==> config.mk <==
export PLATFORM = sky130hd
export DESIGN_NAME = wb_regfile
export DESIGN_NICKNAME = d
export VERILOG_FILES = /design/src/rtl/wb_regfile.sv
export SDC_FILE = /design/constraint.sdc
export NUM_CORES = 2
export LEC_CHECK = 0
export BUFFER_PORTS_ARGS = -buffer_cell sky130_fd_sc_hd__buf_4
export CAP_MARGIN = 15
export CORE_ASPECT_RATIO = 0.8
export CORE_MARGIN = 10
export CORE_UTILIZATION = 30
export DETAILED_ROUTE_END_ITERATION = 7
export GPL_ROUTABILITY_DRIVEN = 1
export SYNTH_ARGS = -nofsm -noshare
export SYNTH_HDL_FRONTEND = slang
export SYNTH_SLANG_ARGS = --single-unit
export TNS_END_PERCENT = 20
==> constraint.sdc <==
create_clock -name clk -period 2.5 [get_ports clk]
set_clock_uncertainty 0.1 [all_clocks]
set_input_delay 0.25 -clock clk [delete_from_list [all_inputs] [get_ports clk]]
set_output_delay 0.25 -clock clk [all_outputs]
set_load 0.05 [all_outputs]
==> src/rtl/wb_regfile.sv <==
// wb_regfile: RV32I writeback stage and 32x32 integer register file.
// Selects the writeback result, commits it to the architectural register
// file, and serves two zero-latency Decode read ports. When the W stage
// writes a register that Decode reads in the same cycle, the read port
// returns the value being written.
// Optional feature: define WB_REGFILE_RETIRE_CNT_EN to add the 64-bit
// RetireCnt output, which counts committed register writes (x0 excluded).
module wb_regfile #(
  parameter int XLEN = 32,
  parameter int NREG = 32
) (
  input  logic            clk,
  input  logic            reset,
  input  logic            RegWriteW,
  input  logic [1:0]      ResultSrcW,
  input  logic [XLEN-1:0] ALUResultW,
  input  logic [XLEN-1:0] ReadDataW,
  input  logic [XLEN-1:0] PCPlus4W,
  input  logic [4:0]      RdW,
  input  logic [4:0]      Rs1D,
  input  logic [4:0]      Rs2D,
  output logic [XLEN-1:0] RD1D,
  output logic [XLEN-1:0] RD2D,
`ifdef WB_REGFILE_RETIRE_CNT_EN
  output logic [63:0]     RetireCnt,
`endif
  output logic [XLEN-1:0] ResultW
);

  // Architectural state. Entry 0 is cleared by reset and is never written,
  // but the read path returns 0 for x0 without consulting the array anyway.
  logic [XLEN-1:0] regs_reg [NREG];

  // A write commits only when enabled and aimed at a real register.
  logic commit;
  assign commit = RegWriteW && (RdW != 5'd0);

  // Writeback select; code 11 yields zero so the result is always defined.
  always_comb begin
    ResultW = '0;
    case (ResultSrcW)
      2'b00:   ResultW = ALUResultW;
      2'b01:   ResultW = ReadDataW;
      2'b10:   ResultW = PCPlus4W;
      default: ResultW = '0;
    endcase
  end

  // Register array update; reset wins over a simultaneous write.
  always_ff @(posedge clk) begin
    if (reset) begin
      for (int i = 0; i < NREG; i++) begin
        regs_reg[i] <= '0;
      end
    end else if (commit) begin
      regs_reg[RdW] <= ResultW;
    end
  end

  // Read port 1: reset forces 0, x0 reads 0, same-cycle write bypasses.
  always_comb begin
    RD1D = '0;
    if (reset || (Rs1D == 5'd0)) begin
      RD1D = '0;
    end else if (RegWriteW && (RdW == Rs1D)) begin
      RD1D = ResultW;
    end else begin
      RD1D = regs_reg[Rs1D];
    end
  end

  // Read port 2: same priority as port 1.
  always_comb begin
    RD2D = '0;
    if (reset || (Rs2D == 5'd0)) begin
      RD2D = '0;
    end else if (RegWriteW && (RdW == Rs2D)) begin
      RD2D = ResultW;
    end else begin
      RD2D = regs_reg[Rs2D];
    end
  end

`ifdef WB_REGFILE_RETIRE_CNT_EN
  logic [63:0] retire_cnt_reg;

  // Count committed writes; x0 writes and reset-cycle writes do not retire.
  always_ff @(posedge clk) begin
    if (reset) begin
      retire_cnt_reg <= '0;
    end else if (commit) begin
      retire_cnt_reg <= retire_cnt_reg + 64'd1;
    end
  end

  assign RetireCnt = retire_cnt_reg;
`endif

endmodule

-- After elaboration in Yosys (flattened, before gate mapping)
Memory sizes are Yosys's and may differ from the RTL's.
Cells that the tools add are included.
Widths: inputs -> output; s select.
- register bits: 0
- bits in writable memories: 1024
- input bits: 116
- memories kept: 1
- memory list (memory ; words ; bits a word ; read ports ; clocked after memory_dff ; wr ports ; line ; text):
    regs_reg ; 32 ; 32 ; 2 ; 0 ; 32 ; 32 ; logic [XLEN-1:0] regs_reg [NREG];
- eq/ne operators: 4
- multiplexer cells: 13
- reductions and logical operators: 10
- operators by type and width (cell ; count):
    $mux 32 ; 5
    $pmux 32 s3 ; 1
    $reduce_or 32->1 ; 1
    $eq 5x5->1 ; 2
    $logic_not 5->1 ; 2
    $mux 1 ; 6
    $mux 5 ; 1
    $reduce_bool 5->1 ; 1
    $logic_and 1x1->1 ; 3
    $eq 2x1->1 const B ; 1
    $eq 2x2->1 const B ; 1
    $logic_not 2->1 ; 1
    $logic_or 1x1->1 ; 2

-- Depth between registers and ports, before layout
- depth in word-level cells: 7
- mapped depth: 9
- depth with buffers taken out: 5

-- Least setup slack after synthesis
Ideal clock, no wire load.
- path type: in2out
- start: input port Rs2D[0]
- end: output port RD2D[30]
- data arrival time: 2.404 ns
- required time: 2.150 ns
- path slack: -0.254 ns
- cell stages on the path: 8
- path buffers: 3
- path through: buf_4 > buf_6 > buf_6 > mux2i_1 > a221oi_1 > o21ai_1 > nor4b_1 > a2111oi_2
- word-level cells in the longest chain between the ends: 4
- ends and longest elaborated chain (item ; line ; text):
    start: declaration ; 21 ; input logic [4:0] Rs2D,
    parallel branches: the longest is 3 deep, another holds $mem_v2 32x32 ; n/a ;
    $mux 32 * ; 75 ; if (reset || (Rs2D == 5'd0)) begin
    end: declaration ; 23 ; output logic [XLEN-1:0] RD2D,
Mark *: on every way between the ends.

==> flow_results.xml <==
<?xml version="1.0" encoding="UTF-8"?>
<metrics>
  <group name="run_status">
    <metric name="status" unit="">finished with violations</metric>
    <metric name="failing_checks" unit="">negative setup slack</metric>
  </group>
  <group name="sta">
    <metric name="finalHoldViolCount" unit="">0</metric>
    <metric name="setup_viol_count_final" unit="">64</metric>
    <metric name="worst_pin_slew" unit="ns">0.8517</metric>
    <metric name="worst_hold_slack" unit="ns">0.05722</metric>
    <metric name="timing.slew.headroom" unit="">0.4322</metric>
    <metric name="final-max-slew-violation-count" unit="">0</metric>
    <metric name="post-route-period-util" unit="">1.182</metric>
    <metric name="setup_ws" unit="ns">-0.4547</metric>
    <metric name="timing.final.crit_period" unit="ns">2.955</metric>
    <metric name="timing.setup.tns" unit="ns">-21.85</metric>
    <metric name="achievable-frequency" unit="GHz">0.3384</metric>
    <metric name="setup_repair_after_global_routing_missed_its_margin" unit="">true</metric>
  </group>
  <group name="critical_path">
    <metric name="path_class" unit="">reg -&gt; out</metric>
    <metric name="critical_path.startpoint_type" unit="">flip-flop</metric>
    <metric name="endpoint_kind" unit="">primary output</metric>
    <metric name="highest_fanout_seen_on_the_critical_path" unit="">2</metric>
    <metric name="worstPathArrival" unit="ns">2.60</metric>
    <metric name="cp_data_required_time" unit="ns">2.15</metric>
  </group>
  <group name="logic_synthesis">
    <metric name="synth.cell_area" unit="sq mm">0.05378</metric>
    <metric name="synth_seq_area_share" unit="">0.5717</metric>
    <metric name="yosysTopAreaCell" unit="">sky130_fd_sc_hd__edfxtp_1</metric>
    <metric name="top_reg_cell_synth" unit="">sky130_fd_sc_hd__edfxtp_1</metric>
    <metric name="synthDistinctLibCells" unit="">43</metric>
    <metric name="syn_inst" unit="">4014</metric>
    <metric name="number_of_enable_type_register_cells_in_the_synthesized_netlist" unit="">1024</metric>
    <metric name="yosys_warnings" unit="">0</metric>
    <metric name="post-synth-top-area-fraction" unit="">0.5717</metric>
    <metric name="ffs_w_async_s_r_synth" unit="">0</metric>
    <metric name="post_synth.cell_area_avg" unit="sq um">13.40</metric>
    <metric name="yosys_register_bits" unit="">1024</metric>
    <metric name="synth_top_cells_by_area" unit="">sky130_fd_sc_hd__edfxtp_1, sky130_fd_sc_hd__mux4_2, sky130_fd_sc_hd__nor2_1</metric>
  </group>
  <group name="clocking">
    <metric name="worst_setup_hold_path_clk_slew" unit="ns">0.07</metric>
    <metric name="tritoncts.num_buffers" unit="">103</metric>
    <metric name="clk_root_buffer_cell" unit="">sky130_fd_sc_hd__clkbuf_16</metric>
    <metric name="htree_levels" unit="">3</metric>
    <metric name="clock_tree.buffer_depth" unit="">3</metric>
    <metric name="tritoncts" unit="">done</metric>
    <metric name="clock_sink_count" unit="">1024</metric>
  </group>
  <group name="power_and_ir_drop">
    <metric name="sw_frac_of_total" unit="">0.2754</metric>
    <metric name="pwr-share-seq" unit="">0.464</metric>
    <metric name="power.density_cell_area" unit="mW/mm^2">647.2</metric>
    <metric name="total_leakage_power" unit="nW">24.24</metric>
    <metric name="p_int" unit="mW">31.75</metric>
    <metric name="peakVddDrop" unit="V">0.0005936</metric>
    <metric name="switching_power" unit="mW">12.07</metric>
    <metric name="clock_power_share" unit="">0.360</metric>
    <metric name="p_comb_frac" unit="">0.176</metric>
  </group>
  <group name="die">
    <metric name="core_area" unit="sq mm">0.1775</metric>
    <metric name="chipHeight" unit="um">398.7</metric>
    <metric name="fp-row-count" unit="">138</metric>
    <metric name="floorplan.initialDensity" unit="">0.3030</metric>
    <metric name="io-pin-count" unit="">212</metric>
    <metric name="area_enclosed_by_the_die_boundary" unit="sq mm">0.1967</metric>
    <metric name="chipWidth" unit="um">493.4</metric>
  </group>
  <group name="cells_and_area">
    <metric name="layout.cells.most_common" unit="">sky130_fd_sc_hd__nor2_1</metric>
    <metric name="largest_reg_flops" unit="">1024</metric>
    <metric name="fin_nets" unit="">4641</metric>
    <metric name="final_cell_mix" unit="">sky130_fd_sc_hd__nor2_1, sky130_fd_sc_hd__edfxtp_1, sky130_fd_sc_hd__buf_4, sky130_fd_sc_hd__mux2i_1, sky130_fd_sc_hd__mux4_2</metric>
    <metric name="drive_gt1_frac" unit="">0.3380</metric>
    <metric name="fill_count" unit="">16708</metric>
    <metric name="layout-area-overhead-vs-synth" unit="%">25.88</metric>
  </group>
  <group name="placement">
    <metric name="io_buffers" unit="">211</metric>
    <metric name="place.detailed.hpwl" unit="um">138600</metric>
    <metric name="place_worst_setup_slack" unit="ns">-0.3806</metric>
    <metric name="globalplace.congestion" unit="">0.8717</metric>
  </group>
  <group name="drt">
    <metric name="ant_nets" unit="">0</metric>
    <metric name="drt-total-wl" unit="um">208600</metric>
    <metric name="detailedRoute.firstPassIterationCount" unit="">6</metric>
    <metric name="routed_wire_length_per_instance" unit="um">29.84</metric>
    <metric name="drt_first_iter_violations" unit="">6332</metric>
    <metric name="remaining_drc_errors" unit="">0</metric>
    <metric name="post_drt_via_cell_ratio" unit="">5.769</metric>
    <metric name="detailroute.via_count" unit="">40330</metric>
  </group>
  <group name="worst_hold_path">
    <metric name="hold_path_class" unit="">in -&gt; reg</metric>
    <metric name="hold_path.startpoint" unit="">PCPlus4W[19]</metric>
    <metric name="holdPathEnd" unit="">regs_reg[5][19]$_SDFFCE_PN0P_</metric>
    <metric name="whs_path_depth" unit="">4</metric>
  </group>
  <group name="job">
    <metric name="maxCapViolations" unit="">0</metric>
  </group>
  <group name="global_route">
    <metric name="via_count_of_the_first_global_routing_pass" unit="">40318</metric>
    <metric name="grtUsageTotal" unit="">0.2049</metric>
    <metric name="grt.overflow.total" unit="">0</metric>
    <metric name="wire_length_of_the_first_global_routing_pass" unit="um">295000</metric>
    <metric name="pin_count_of_the_biggest_net_entering_global_routing" unit="">42</metric>
    <metric name="grt_antenna_before_repair" unit="">2</metric>
  </group>
</metrics>
[layer usage]
layer / GRT usage / part of all wire / up-vias
met5: 0 / 0.000096 / -
met4: 0.08462 / 0.046 / 2
met3: 0.05325 / 0.13 / 461
met2: 0.3116 / 0.44 / 2827
met1: 0.2779 / 0.39 / 20630
li1: - / - / 16410
[stage by stage]
stage | power, mW | cells | utilization | instance area [sq um]
detailed placement | 27.90 | 6778 | 0.3547 | 62950
CTS | 43.76 | 6990 | 0.3800 | 67450
finish | 43.82 | 6991 | 0.3814 | 67700
global placement | 27.79 | 6778 | 0.3547 | 62950
floorplan | 24.56 | 4045 | - | 53950
global route | 45.04 | 6991 | 0.3814 | 67700
[how the worst max path moves through the flow]
stage,from,to,slack (ns),cells after the start
3_5_place_dp,Rs2D[1],RD2D[14],-0.38,9
4_1_cts,regs_reg[13][6]$_SDFFCE_PN0P_,RD1D[6],-0.47,6
5_1_grt,regs_reg[13][6]$_SDFFCE_PN0P_,RD1D[6],-0.54,6
3_3_place_gp,Rs1D[0],RD1D[4],-0.42,10
2_1_floorplan,Rs2D[0],RD2D[4],-0.13,8
6_report,regs_reg[13][6]$_SDFFCE_PN0P_,RD1D[6],-0.45,6
[synth_stat cells (3+ instances only)]
| cell type | instances |
|---|---|
| sky130_fd_sc_hd__nor2_1 | 1095 |
| sky130_fd_sc_hd__edfxtp_1 | 1024 |
| sky130_fd_sc_hd__mux2i_1 | 378 |
| sky130_fd_sc_hd__mux4_2 | 355 |
| sky130_fd_sc_hd__clkbuf_1 | 290 |
| sky130_fd_sc_hd__a221oi_1 | 156 |
| sky130_fd_sc_hd__a22oi_1 | 96 |
| sky130_fd_sc_hd__buf_2 | 82 |
| sky130_fd_sc_hd__a21oi_1 | 64 |
| sky130_fd_sc_hd__nand2_1 | 39 |
| sky130_fd_sc_hd__nor2b_1 | 38 |
| sky130_fd_sc_hd__inv_1 | 37 |
| sky130_fd_sc_hd__o21ai_1 | 33 |
| sky130_fd_sc_hd__a211oi_1 | 32 |
| sky130_fd_sc_hd__nand2b_1 | 32 |
| sky130_fd_sc_hd__o21ai_0 | 32 |
| sky130_fd_sc_hd__a221o_1 | 31 |
| sky130_fd_sc_hd__o21a_1 | 31 |
| sky130_fd_sc_hd__o221ai_1 | 31 |
| sky130_fd_sc_hd__a211o_1 | 30 |
| sky130_fd_sc_hd__buf_6 | 25 |
| sky130_fd_sc_hd__buf_4 | 22 |
| sky130_fd_sc_hd__buf_1 | 13 |
| sky130_fd_sc_hd__xnor2_1 | 10 |
| sky130_fd_sc_hd__nor3_1 | 6 |
| sky130_fd_sc_hd__nand3_1 | 5 |
| sky130_fd_sc_hd__nor3b_1 | 4 |
| sky130_fd_sc_hd__and3b_1 | 3 |
[worst max-delay path, stage by stage, from the launching register on]
cell                       delay [ns]
sky130_fd_sc_hd__edfxtp_1        0.42
sky130_fd_sc_hd__mux4_2          0.49
sky130_fd_sc_hd__a22oi_2         0.16
sky130_fd_sc_hd__o21ai_1         0.09
sky130_fd_sc_hd__buf_4           0.17
sky130_fd_sc_hd__a221o_1         0.35
sky130_fd_sc_hd__buf_6           0.18
[layout make-up]
class                      count  area (sq um)  share of cell area
multi-input combinational   2549         22350              0.3301
timing repair buffer         810          8143              0.1203
tap                         2380          2978             0.04399
sequential                  1024         30750              0.4542
clock buffer                 125          2724             0.04023
inverter                      37         138.9            0.002051
clock inverter                65         614.3            0.009074
antenna                        1         2.502          0.00003696
[kinds of logic after synthesis]
logic type	after synthesis	synth area share
multiplexers	733	0.2190
AO/OA/AOI/OAI	542	0.07659
flip-flops	1024	0.5717
other	1	0.00006973
XOR/XNOR	10	0.001628
buffers and inverters	472	0.04022
AND/OR/NAND/NOR	1232	0.09073
[what timing repair did]
item / CTS / global route
gates cloned: 0 / 0
buffers inserted: 3 / 3
gates resized for setup: 206 / 51
hold buffers: 23 / 0
endpoints found under the hold margin: 369 / 0
pin swaps: 118 / 24
endpoints found under the setup margin: 64 / 64
[power groups by stage]
| stage | logic, mW | clock network, mW | registers [mW] |
|---|---|---|---|
| global route | 8.04 | 16.6 | 20.4 |
| detailed placement | 7.24 | 0 | 20.7 |
| floorplan | 4.09 | 0 | 20.5 |
| finish | 7.73 | 15.8 | 20.3 |
| global placement | 7.20 | 0 | 20.6 |
| CTS | 7.60 | 15.9 | 20.3 |
Note: power is estimated with default switching activity, not from simulation.
